File: src/rtl/control_sequencer.sv
// Initiator for the control-unit start/done handshake: queues 1-bit mode requests and issues them one at a time.
// Includes a done watchdog, a wrapping completion counter and sticky protocol-error flags.

module control_sequencer_fifo #(
  parameter int DEPTH = 4,
  parameter int WIDTH = 1
) (
  input  logic                   clock,
  input  logic                   reset,
  input  logic                   push_i,
  input  logic [WIDTH-1:0]       wr_dat_i,
  input  logic                   pop_i,
  output logic [WIDTH-1:0]       rd_dat_o,
  output logic [$clog2(DEPTH):0] level_o,
  output logic                   full_o,
  output logic                   empty_o
);
  localparam int PTR_W = $clog2(DEPTH);
  localparam int LVL_W = $clog2(DEPTH) + 1;

  logic [WIDTH-1:0] mem_q [DEPTH];
  logic [PTR_W-1:0] wr_q;
  logic [PTR_W-1:0] rd_q;
  logic [LVL_W-1:0] level_q;

  // Power-of-two depth lets the pointers wrap by natural overflow.
  always_ff @(posedge clock or posedge reset) begin
    if (reset) begin
      mem_q   <= '{default: '0};
      wr_q    <= '0;
      rd_q    <= '0;
      level_q <= '0;
    end else begin
      if (push_i) begin
        mem_q[wr_q] <= wr_dat_i;
        wr_q        <= wr_q + PTR_W'(1);
      end
      if (pop_i) begin
        rd_q <= rd_q + PTR_W'(1);
      end
      if (push_i && !pop_i) begin
        level_q <= level_q + LVL_W'(1);
      end else if (pop_i && !push_i) begin
        level_q <= level_q - LVL_W'(1);
      end
    end
  end

  assign rd_dat_o = mem_q[rd_q];
  assign level_o  = level_q;
  assign full_o   = (level_q == LVL_W'(DEPTH));
  assign empty_o  = (level_q == '0);
endmodule

module control_sequencer #(
  parameter int DEPTH   = 4,
  parameter int TIMEOUT = 8,
  parameter int CNT_W   = 8
) (
  input  logic                   clock,
  input  logic                   reset,
  input  logic                   cmd_valid,
  input  logic                   cmd_mode,
  output logic                   cmd_ready,
  output logic                   start,
  output logic                   mode,
  input  logic                   done,
  input  logic                   err_clear,
  output logic                   busy,
  output logic                   err_timeout,
  output logic                   err_spurious,
  output logic [CNT_W-1:0]       completed_count,
  output logic [$clog2(DEPTH):0] fifo_level
);
  localparam int TMR_W = $clog2(TIMEOUT + 1);

  typedef enum logic [1:0] {S_IDLE, S_ISSUE, S_WAIT, S_GAP} state_t;

  state_t           state_q;
  logic             mode_q;
  logic [TMR_W-1:0] timer_q;
  logic [CNT_W-1:0] count_q;
  logic             err_to_q;
  logic             err_sp_q;

  logic fifo_full;
  logic fifo_empty;
  logic fifo_head;
  logic push;
  logic pop;

  assign push = cmd_valid && !fifo_full;
  assign pop  = (state_q == S_ISSUE);

  control_sequencer_fifo #(.DEPTH(DEPTH), .WIDTH(1)) u_cmd_fifo (
    .clock    (clock),
    .reset    (reset),
    .push_i   (push),
    .wr_dat_i (cmd_mode),
    .pop_i    (pop),
    .rd_dat_o (fifo_head),
    .level_o  (fifo_level),
    .full_o   (fifo_full),
    .empty_o  (fifo_empty)
  );

  always_ff @(posedge clock or posedge reset) begin
    if (reset) begin
      state_q  <= S_IDLE;
      mode_q   <= 1'b0;
      timer_q  <= '0;
      count_q  <= '0;
      err_to_q <= 1'b0;
      err_sp_q <= 1'b0;
    end else begin
      // Clear first so a same-edge set condition overrides it.
      if (err_clear) begin
        err_to_q <= 1'b0;
        err_sp_q <= 1'b0;
      end
      if (done && (state_q == S_IDLE || state_q == S_ISSUE)) begin
        err_sp_q <= 1'b1;
      end
      case (state_q)
        S_IDLE: begin
          if (!fifo_empty) begin
            mode_q  <= fifo_head;
            state_q <= S_ISSUE;
          end
        end
        S_ISSUE: begin
          timer_q <= '0;
          state_q <= S_WAIT;
        end
        S_WAIT: begin
          if (done) begin
            count_q <= count_q + CNT_W'(1);
            state_q <= S_GAP;
          end else begin
            timer_q <= timer_q + TMR_W'(1);
            if (timer_q == TMR_W'(TIMEOUT - 1)) begin
              err_to_q <= 1'b1;
              state_q  <= S_GAP;
            end
          end
        end
        S_GAP: begin
          // Hold off until done drops so a lingering level is never credited to the next job.
          if (!done) begin
            state_q <= S_IDLE;
          end
        end
        default: state_q <= S_IDLE;
      endcase
    end
  end

  assign cmd_ready       = !fifo_full;
  assign start           = (state_q == S_ISSUE);
  assign busy            = (state_q != S_IDLE);
  assign mode            = mode_q;
  assign err_timeout     = err_to_q;
  assign err_spurious    = err_sp_q;
  assign completed_count = count_q;
endmodule

File: config.mk
export PLATFORM = sky130hd
export DESIGN_NAME = control_sequencer
export DESIGN_NICKNAME = d
export VERILOG_FILES = /design/src/rtl/control_sequencer.sv
export SDC_FILE = /design/constraint.sdc
export NUM_CORES = 1
export LEC_CHECK = 0
export ABC_AREA = 1
export CORE_ASPECT_RATIO = 1.25
export CORE_UTILIZATION = 30
export CTS_CLUSTER_DIAMETER = 150
export DETAILED_ROUTE_END_ITERATION = 7
export GPL_ROUTABILITY_DRIVEN = 0
export PLACE_DENSITY = 0.53
export SETUP_SLACK_MARGIN = 0.3
export SKIP_LAST_GASP = 1
export SLEW_MARGIN = 20
export SYNTH_ARGS = -nofsm -noshare
export SYNTH_HDL_FRONTEND = slang
export SYNTH_HIERARCHICAL = 1
export SYNTH_SLANG_ARGS = --single-unit
File: constraint.sdc
create_clock -name clock -period 4.2 [get_ports clock]
set_input_delay 0.63 -clock clock [delete_from_list [all_inputs] [get_ports clock]]
set_output_delay 0.63 -clock clock [all_outputs]
set_load 0.01 [all_outputs]
# Yosys cells after proc, flatten, opt, wreduce, memory -nomap -nowiden
# Cells that the tools add are included.
[classes]
addsub = 6
n_lt_le_gt_ge = 3
n_eq_ne = 9
muxes = 21
bitwise = 3
reduce_logical = 19
[op_table]
columns = ["op", "count"]
rows = [
  ["two-way mux 1 bit", 9],
  ["adder 8 x 1 -> 8 bit (second input constant)", 1],
  ["two-way mux 2 bit", 4],
  ["case mux 2 bit (4 select lines)", 1],
  ["case mux 4 bit (2 select lines)", 1],
  ["nonzero test 2 bit", 4],
  [">= comparator 3 bit (second input constant)", 2],
  ["two-way mux 3 bit", 2],
  ["inequality test 2 bit (second input constant)", 3],
  ["NOT 2 -> 3 bit", 2],
  ["AND reduction 2 bit", 3],
  ["logical AND 1 bit", 5],
  ["adder 2 x 1 -> 2 bit (second input constant)", 2],
  ["adder 4 x 1 -> 4 bit (second input constant)", 1],
  ["bitwise mux 4 bit", 1],
  ["equality test 2 bit (second input constant)", 2],
  ["equality test 4 x 3 -> 1 bit (second input constant)", 1],
  ["two-way mux 4 bit", 1],
  ["adder 3 x 1 -> 3 bit (second input constant)", 1],
  ["equality test 3 bit (second input constant)", 1],
  ["zero test 1 bit", 3],
  ["zero test 3 bit", 1],
  ["less-than comparator 3 x 1 -> 1 bit (second input constant)", 1],
  ["inequality test 3 bit (second input constant)", 1],
  ["8 further kinds", 8],
]
[totals]
regBits = 28
in_bits = 6
out_inout_bits = 17
elab_cells = 74

# Longest topological paths before layout
# Gate-level depths: netlist of the first run.
[depth]
ltp_word = 7
depth_mapped = 11
mapped_depth_nobuf = 11

# Hierarchy
# The synthesis of the first run kept the hierarchy.
[by_module_without_submodules]
columns = ["module", "n_inst", "cells_each", "area_per_inst_um2", "seq_area_each_um2"]
rows = [
  ["control_sequencer", 1, 115, 950.9, 425.4],
  ["control_sequencer_fifo", 1, 64, 574.3, 275.3],
]

# Worst setup path after synthesis of the first run
# OpenSTA, ideal clock, no wires.
[synth_path]
kind = "input port to flip-flop"
startpoint = "in cmd_valid"
endpoint = "reg u_cmd_fifo.level_q[2] (netlist: u_cmd_fifo/level_o[2])"
setup_time_ns = 0.117
arrival_time_ns = 1.850
required_ns = 4.083
slack_ns = 2.233
stages = 9
path_buffers = 0
path_cell_list = "inv_1 nor2_1 ha_1 inv_1 fa_1 nand2_1 nand3_1 nand2_1 nand2_1"
[synth_via]
elab_chain_len = 4
elab_cells_between_ends = 6
classes_between = "mux (1); reduce/logical (5)"
[synth_rtl]
columns = ["element", "line_no", "rtl"]
rows = [
  ["from (decl)", "62", "input logic cmd_valid,"],
  ["logical AND 1 bit *", "92", "assign push = cmd_valid && !fifo_full;"],
  ["named net push", "89", "logic push;"],
  ["zero test 1 bit", "43", "end else if (pop_i && !push_i) begin"],
  ["logical AND 1 bit", "43", ""],
  ["nonzero test 2 bit (no source line)", "--", ""],
  ["to (signal assigned)", "42", "level_q <= level_q + LVL_W'(1);"],
  ["to (signal assigned)", "44", "level_q <= level_q - LVL_W'(1);"],
  ["to (decl)", "24", "logic [LVL_W-1:0] level_q;"],
]
# The timed path passes the listed nets; every way through them passes the cells marked *.
# A chain may end at the register's enable or synchronous reset.

# Worst setup path in the final report of the first run
[layout_path]
startpoint = "reg state_q[1]"
endpoint = "out start"
[layout_via]
elab_chain_len = 1
[layout_rtl]
columns = ["element", "line_no", "rtl"]
rows = [
  ["from (decl)", "79", "state_t state_q;"],
  ["from (signal assigned)", "109", "state_q <= S_IDLE;"],
  ["from (signal assigned)", "128", "state_q <= S_ISSUE;"],
  ["from (signal assigned)", "133", "state_q <= S_WAIT;"],
  ["equality test 2 x 1 -> 1 bit", "159", "assign start = (state_q == S_ISSUE);"],
  ["to (decl)", "65", "output logic start,"],
]
# Every way passes these cells.

==> run summary, run 1 <==
Multi-input gate area in the final layout: 704 um^2
Worst-case reg-to-reg path depth: 9
Delay-heaviest family, CP: buffers and inverters
CP Launch Type: flip-flop
Std cell rows: 28
Cell Area, Synth: 0.00153 mm^2
Placed cells: 261
Share of cells above drive strength 1: 7.80%
CTS Hold Bufs: 0
Largest family of logic cells by synthesized area: simple AND/OR/NAND/NOR gates
LEAKAGE: 0.941 nW
H-tree depth: 1
Buf/Inv on CP: 2
Final HPWL DP: 2060 um
Main flop type after synthesis: dfrtp_1
Syn nets: 198
Tcrit/Tclk final: 56.1%
Post-synthesis mux area share: 0.984%
Fmax: 425 MHz
Die area: 0.00538 mm^2
Post-synthesis xor/xnor area fraction: 4.02%
Drt initial violations: 38
First-pass DRT Iterations: 4
# nets final: 225
Yosys reg bits: 28
Area share of fa/ha/maj cells after synthesis: 11.2%
Area contributors post-synth: dfrtp_1 (46%), nand2_1 (13%), ha_1 (9.8%)
Gr usage total: 11.5%
Hold depth: 2
Layout Cells excl Fill: 265
Grt total ovfl: 0
Max-cap viol count: 0
Initial Utilization: 31.8%
Worst Path Required: 3570 ps
Critical path arrival: 1730 ps
Leading area contributor after synthesis: dfrtp_1
Seq/Total Area, Yosys: 45.9%
CP max stage cell: clkdlybuf4s50_1
Slew Viols, Final: 0
Yosys cell types: 21
Worst-Skew Late Latency: 270 ps
Filler cell count: 502
Count of antenna diodes in the layout: 0
Pin count of the biggest net entering global routing: 18
Post-synth ARST share: 100%
# setup viols final: 0
# resized after CTS: 0
Crit path cell chain: inv_1 > ha_1 > clkdlybuf4s50_1
Routed vias/inst: 4.25
Post-synthesis simple-gate area fraction: 24.6%
Drc violations: 0
Vias in the first global route: 1,111
Synth Area per Inst: 8.52 um^2
Clock skew: 7.61 ps
Clock Pin Slew Worst Setup and Hold Paths: 90 ps
Clock root buffer: clkbuf_8
Postcts setup bufs: 0
Area grow syn2layout: 24.0%
Reg2Reg Setup Slack: 2110 ps
Hold WS: 491 ps
Setup TNS: 0 ps
Vias: 1,127
Worst rel slew slack: 55.5%
Total power: 1.31 mW
WHS Endpoint: err_timeout
WL final: 2700 um
Port Buf Inserts: 22
Post-synth EDFFs: 0
Synth Warn #: 6
First-pass GRT wire length: 4740 um
Critical Path Sink Type: output port
Top cells by count, synth: nand2_1 (54), inv_1 (31), dfrtp_1 (28)
Core box area: 0.00480 mm^2
Avg WL per Cell: 10.2 um
RSZ-0062 raised after global routing: false
CP max FO: 6
Hold_sp: err_timeout
Status: finished clean
Pwr Density: 694 mW/mm^2
Syn Inst Count: 179
CTS tree: built
Final Critical Period: 2360 ps
FF-to-FF End: u_cmd_fifo/level_o[2]
VDD IR-drop max: 0.000243 V
Worst-margin pin slew: 666 ps
Number of buffers created by CTS: 3
Io pins: 23
Synth Area in Compound Gates: 5.41%
Die W: 65.8 um
Post-synth top area share: 45.9%
CP peak stage delay: 600 ps
Most frequent cell after synthesis: nand2_1
CTS Buffer Depth: 2
R2R Path Start: u_cmd_fifo/level_o[0]
Final hold viol count: 0
Hold WC Path Type: reg -> reg
Reg area: 701 um^2
Die Y: 81.7 um
Setup Crit Path Kind: reg -> out
Antenna viol nets, final: 0
Initial antenna violation count: 0
Sink Count: 28
-- cell usage in the layout, fill, tap and decap left out --
cell / count
xor2_1: 5
nand4_1: 1
o21ai_1: 4
nand2_1: 54
nor3_1: 2
clkbuf_8: 3
nand3b_1: 2
nand3_2: 2
nor2_1: 7
xnor2_1: 2
a21oi_1: 3
nand2_2: 6
mux2_4: 1
clkdlybuf4s50_1: 22
bufinv_16: 1
nand3_1: 7
fa_1: 1
ha_1: 12
nor2_4: 2
o21ai_0: 5
dfrtp_1: 28
inv_1: 31
o211ai_1: 3
inv_2: 1
-- final cells by class --
class                      instances  share of cell area (%)
multi-input combinational        119                    37.2
sequential                        28                    37.0
timing repair buffer              22                    11.6
inverter                          32                    6.35
tap                               60                    3.97
clock buffer                       3                    2.18
clock inverter                     1                    1.59
-- routing by layer --
layer  track usage [%]  vias up  routed length [um]
met1              13.8      505                1290
met4              3.26        0                  21
li1                  -      603                   -
met5                 0        -                   0
met3              2.64        2                 115
met2              20.1       17                1270
-- stage by stage --
stage | util [%] | cell area [um^2] | setup WS (ps)
2_1_floorplan | - | 1530 | 2230
5_1_grt | 39.4 | 1890 | 1710
6_report | 39.4 | 1890 | 1840
3_5_place_dp | 37.9 | 1820 | 1610
4_1_cts | 39.4 | 1890 | 1820
3_3_place_gp | 37.9 | 1820 | 1660
-- flip-flops by register name, summed over array words and instances, names as in the netlist --
name,cells
u_cmd_fifo/mem_q,4
u_cmd_fifo/level_o,3
timer_q,4
state_q,2
mode,1
err_timeout,1
err_spurious,1
completed_count,8
u_cmd_fifo/rd_q,2
u_cmd_fifo/wr_q,2
-- kinds of logic (layout without fill, tap and decap cells) --
group | Yosys count | count (layout)
AOI/OAI and AO/OA | 15 | 15
muxes | 1 | 1
and+or+nand+nor | 83 | 83
xor gates and xnor gates | 7 | 7
DFF | 28 | 28
buffers and inverters | 32 | 58
adders and majority gates | 13 | 13
-- worst max-delay path by stage --
stage | startpoint | end | slack [ps] | cells past startpoint
floorplan | cmd_valid | u_cmd_fifo/level_o[2] | 2230 | 9
global placement | cmd_valid | u_cmd_fifo/level_o[2] | 1660 | 10
detailed placement | cmd_valid | u_cmd_fifo/level_o[2] | 1610 | 10
CTS | state_q[1] | start | 1820 | 3
global route | cmd_valid | u_cmd_fifo/level_o[2] | 1710 | 10
finish | state_q[1] | start | 1840 | 3
-- tightest hold or removal path: stages (launching register included) --
cell and delay (ps):
dfrtp_1 350, nand2_1 50, o21ai_0 60
-- where the power goes --
part	switching [mW]	total, mW	leakage, nW	internal (mW)
logic	0.315	0.605	0.565	0.290
registers	0.113	0.498	0.341	0.384
clock network	0.0836	0.211	0.0357	0.128
total	0.511	1.31	0.941	0.802
No activity file was read; power rests on OpenSTA's default activity.
==> run 2: changes to the inputs <==
PLACE_DENSITY = 0.55   (was 0.53)
clock period = 2 ns   (was 4.2 ns; I/O delays follow)
==> run summary, run 2 (same netlist as run 1, synthesis figures left out) <==
Max-cap viol count: 0
Max FFs per register: 8
First-pass GRT wire length: 4810 um
CP max FO: 2
Io pins: 23
Post-route setup slack: 308 ps
H-tree depth: 1
# setup viols final: 0
Pre-CTS setup slack: 83.6 ps
Vias: 1,192
Core box area: 0.00480 mm^2
Number of buffers created by CTS: 3
Share of cells above drive strength 1: 19.2%
WL final: 2790 um
CP max stage cell: dfrtp_1
Pin count of the biggest net entering global routing: 18
Worst-margin pin slew: 432 ps
Routed vias/inst: 4.35
Setup TNS: 0 ps
Die W: 65.8 um
RSZ-0062 raised after global routing: true
Fin area: 0.00202 mm^2
Pwr Density: 1480 mW/mm^2
Final HPWL DP: 2020 um
Filler cell count: 474
Setup Crit Path Kind: reg -> reg
Worst Path Required: 2170 ps
Clock Pin Slew Worst Setup and Hold Paths: 100 ps
Port Buf Inserts: 22
Most common cell after layout, fill and taps aside: nand2_1
Grt total ovfl: 0
Crit-path most repeated cell: nand2_1
Final hold viol count: 0
CTS Buffer Depth: 2
# nets final: 234
Critical path arrival: 1860 ps
Die Y: 81.7 um
Avg WL per Cell: 10.2 um
VDD IR-drop max: 0.000746 V
Dpl cell area: 0.00186 mm^2
Drt initial violations: 57
Status: finished clean
Die area: 0.00538 mm^2
Critical Path Sink Type: flip-flop
Area grow syn2layout: 32.3%
Most frequent cells in the layout: nand2_1 (53), dfrtp_1 (26), inv_1 (25), clkdlybuf4s50_1 (19), ha_1 (9)
Worst rel slew slack: 71.1%
Tcrit/Tclk final: 84.6%
Std cell rows: 28
Hold WC Path Type: in -> async
Fmax: 591 MHz
Initial antenna violation count: 0
Sink Count: 28
Drc violations: 0
Clock skew: 6.33 ps
Worst-Skew Late Latency: 270 ps
CP peak stage delay: 410 ps
Crit path cell chain: inv_2 > nor3_4 > buf_6 > nor2_4 > ha_4 > inv_4 > fa_2 > nand2_2 > nand3_1 > nand2_1 > nand2_1
CP Launch Type: flip-flop
LEAKAGE: 0.986 nW
Count of antenna diodes in the layout: 0
Slew Viols, Final: 0
Vias in the first global route: 1,144
Clock root buffer: clkbuf_8
Antenna viol nets, final: 0
First-pass DRT Iterations: 4
CTS tree: built
Final Critical Period: 1690 ps
Initial Utilization: 31.8%
Gr usage total: 11.8%
[run 2: final cells by class]
| cell class | count | area [um^2] | share of cell area, % |
|---|---|---|---|
| Clock buffer | 3 | 41.3 | 2.05 |
| Clock inverter | 1 | 30.0 | 1.49 |
| Inverter | 32 | 125 | 6.20 |
| Multi-Input combinational cell | 119 | 756 | 37.4 |
| Sequential cell | 28 | 703 | 34.8 |
| Tap cell | 60 | 75.1 | 3.72 |
| Timing Repair Buffer | 31 | 288 | 14.3 |
[run 2: timing repair]
action                                  CTS  global route
endpoints found under the setup margin    5             5
hold buffers                              0             0
gates resized for setup                   6            11
pin swaps                                 3             2
buffers inserted                          6             1
cloned                                    0             0
[run 2: worst paths after layout]
kind | slack [ps] | depth (start not counted) | to | start
max | 310 | 11 | u_cmd_fifo/level_o[2] | u_cmd_fifo/level_o[2]
min | 360 | 2 | u_cmd_fifo/mem_q[0] | reset
max reg2reg | 310 | 11 | u_cmd_fifo/level_o[2] | u_cmd_fifo/level_o[2]
min reg2reg | 490 | 2 | err_spurious | err_spurious
max in group asynchronous | 1310 | 2 | u_cmd_fifo/level_o[1] | reset
min in group clock | 490 | 2 | err_spurious | err_spurious
[run 2: report_power, final]
group	leakage, nW	internal [mW]	switching, mW
Clock	0.0357	0.268	0.173
Combinational	0.612	0.742	0.761
Sequential	0.339	0.812	0.228
Total	0.986	1.82	1.16
[run 2: critical path: cells and delay by family, from the launching register on]
kind / cells / cell delay, ps
adders and majority gates: 2 / 550
buffers and inverters: 3 / 240
DFF: 1 / 410
and+or+nand+nor: 6 / 400
[run 2: through the flow]
stage               power, mW  utilization (%)  instances  hold slack (ps)
finish                   2.99             42.0        274              357
global route             3.29             42.0        274              405
detailed placement       2.40             38.8        263              473
floorplan                1.92                -        179              152
global placement         2.37             38.8        263              472
CTS                      2.95             41.4        273              368
[run 2: metal layers]
metal | share of wire, % | global-route usage, % | up-vias
met4 | 0.86 | 5.22 | 0
met5 | 0 | 0 | -
li1 | - | - | 620
met1 | 45 | 13.7 | 554
met2 | 51 | 21.2 | 16
met3 | 2.9 | 1.53 | 2
==> run 3: changes to the inputs <==
PLACE_DENSITY = 0.53   (was 0.55)
clock period = 1.6 ns   (was 2 ns; I/O delays follow)
==> run summary, run 3 (same netlist as run 1, synthesis figures left out) <==
Status: finished, violations left
Failing checks: negative setup slack
CTS tree: built
Initial antenna violation count: 0
Setup Crit Path Kind: reg -> reg
CTS Buffer Depth: 2
Pre-CTS setup slack: -224 ps
Setup TNS: -168 ps
Clock skew: 6.05 ps
Grt total ovfl: 0
Gr usage total: 12.5%
Max-cap viol count: 0
# nets final: 260
Worst-Skew Late Latency: 280 ps
WL final: 3220 um
H-tree depth: 1
Avg WL per Cell: 10.7 um
Std cell rows: 28
Reg power frac: 27.9%
Fmax: 590 MHz
Drt initial violations: 25
Area grow syn2layout: 56.3%
Max FFs per register: 8
Die area: 0.00538 mm^2
Slew Viols, Final: 0
Pwr Density: 1880 mW/mm^2
LEAKAGE: 1.19 nW
Final HPWL DP: 2190 um
Worst Setup SP: u_cmd_fifo/level_o[2]
Pin count of the biggest net entering global routing: 18
Worst rel slew slack: 69.5%
Routed vias/inst: 4.40
CP max FO: 2
Die W: 65.8 um
Clock root buffer: clkbuf_8
Vias in the first global route: 1,264
Psw: 1.77 mW
Count of antenna diodes in the layout: 0
Int Power: 2.72 mW
RSZ-0062 raised after global routing: true
Switch share: 39.4%
Final Critical Period: 1690 ps
Vias: 1,319
Sink Count: 28
First-pass DRT Iterations: 4
Placed cells: 271
Antenna viol nets, final: 0
Reg2Reg Setup Slack: -90 ps
VDD IR-drop max: 0.00117 V
Port Buf Inserts: 22
Worst Path Required: 1770 ps
CP Launch Type: flip-flop
Die Y: 81.7 um
Tcrit/Tclk final: 106%
Clock Pin Slew Worst Setup and Hold Paths: 100 ps
R2R Path Start: u_cmd_fifo/level_o[2]
Post-route setup slack: -94.8 ps
Comb pwr share: 59.4%
Critical path arrival: 1870 ps
Critical Path Sink Type: flip-flop
Total power: 4.49 mW
FF-to-FF End: u_cmd_fifo/level_o[2]
Most common cell after layout, fill and taps aside: nand2_1
Number of buffers created by CTS: 3
Drc violations: 0
Layout Cells excl Fill: 300
Hold WC Path Type: in -> async
Share of cells above drive strength 1: 40.4%
Initial Utilization: 31.8%
Worst-margin pin slew: 456 ps
Io pins: 23
Clock share of power: 12.6%
Worst-case reg-to-reg path depth: 11
# setup viols final: 2
Final hold viol count: 0
Most frequent cells in the layout: nand2_1 (42), dfrtp_1 (25), buf_4 (25), inv_1 (22)
Core box area: 0.00480 mm^2
CP endpoint: u_cmd_fifo/level_o[2]
First-pass GRT wire length: 5260 um
run 3: cell types whose count changed in the layout (fill, tap and decap cells not counted), moves of 4 or more:
| cell | previous run | this run |
|---|---|---|
| buf_6 | 2 | 12 |
| nand3_1 | 7 | 3 |
| clkdlybuf4s50_1 | 19 | 4 |
| buf_4 | 7 | 25 |
| nand2_2 | 7 | 12 |
| nand2_1 | 53 | 42 |
| nand2_4 | 0 | 5 |
| dlygate4sd2_1 | 2 | 11 |
run 3: critical path, stage by stage (launching register included):
cell and delay (ps):
dfrtp_1 400, inv_2 80, nor3_4 40, buf_6 110
nor2_4 100, ha_4 150, inv_4 40, fa_2 390
nand2_2 100, nand3_2 60, nand2_1 70, nand2_1 50
run 3: layer usage:
layer / GRT usage (%) / part of all wire [%] / vias to the layer above
li1: - / - / 673
met1: 14.4 / 43 / 614
met2: 23.3 / 52 / 28
met3: 1.53 / 3.6 / 4
met4: 4.57 / 0.84 / 0
met5: 0 / 0 / -
run 3: timing repair:
action | CTS | global route
hold buffers | 0 | 0
setup endpoints to repair | 33 | 28
pin swaps | 23 | 16
resized for setup | 54 | 39
cloned | 0 | 0
setup buffers | 17 | 8
run 3: stage by stage:
stage / utilization, % / hold slack [ps] / area [um^2]
finish: 49.7 / 287 / 2380
floorplan: - / 92.3 / 1580
CTS: 46.2 / 300 / 2220
global route: 49.7 / 328 / 2380
detailed placement: 40.6 / 485 / 1950
global placement: 40.6 / 466 / 1950
run 3: worst min path at each step:
stage / endpoint / slack (ps) / depth (start not counted)
floorplan: u_cmd_fifo/level_o[2] / 90 / 1
global placement: err_timeout / 470 / 2
detailed placement: err_spurious / 480 / 2
CTS: u_cmd_fifo/mem_q[2] / 300 / 2
global route: completed_count[1] / 330 / 3
finish: u_cmd_fifo/mem_q[2] / 290 / 2
run 3: cell type report:
cell class / count / area, um^2
Tap cell: 60 / 75.1
Clock inverter: 1 / 30.0
Multi-Input combinational cell: 119 / 907
Timing Repair Buffer: 57 / 498
Inverter: 32 / 128
Sequential cell: 28 / 704
Fill cell: 460 / 2420
Clock buffer: 3 / 41.3
run 3: power by group through the flow:
stage	clock network, mW	logic, mW	registers (mW)
floorplan	0	1.10	1.35
global placement	0	1.87	1.29
detailed placement	0	1.90	1.30
CTS	0.585	2.26	1.25
global route	0.607	2.95	1.30
finish	0.567	2.67	1.25
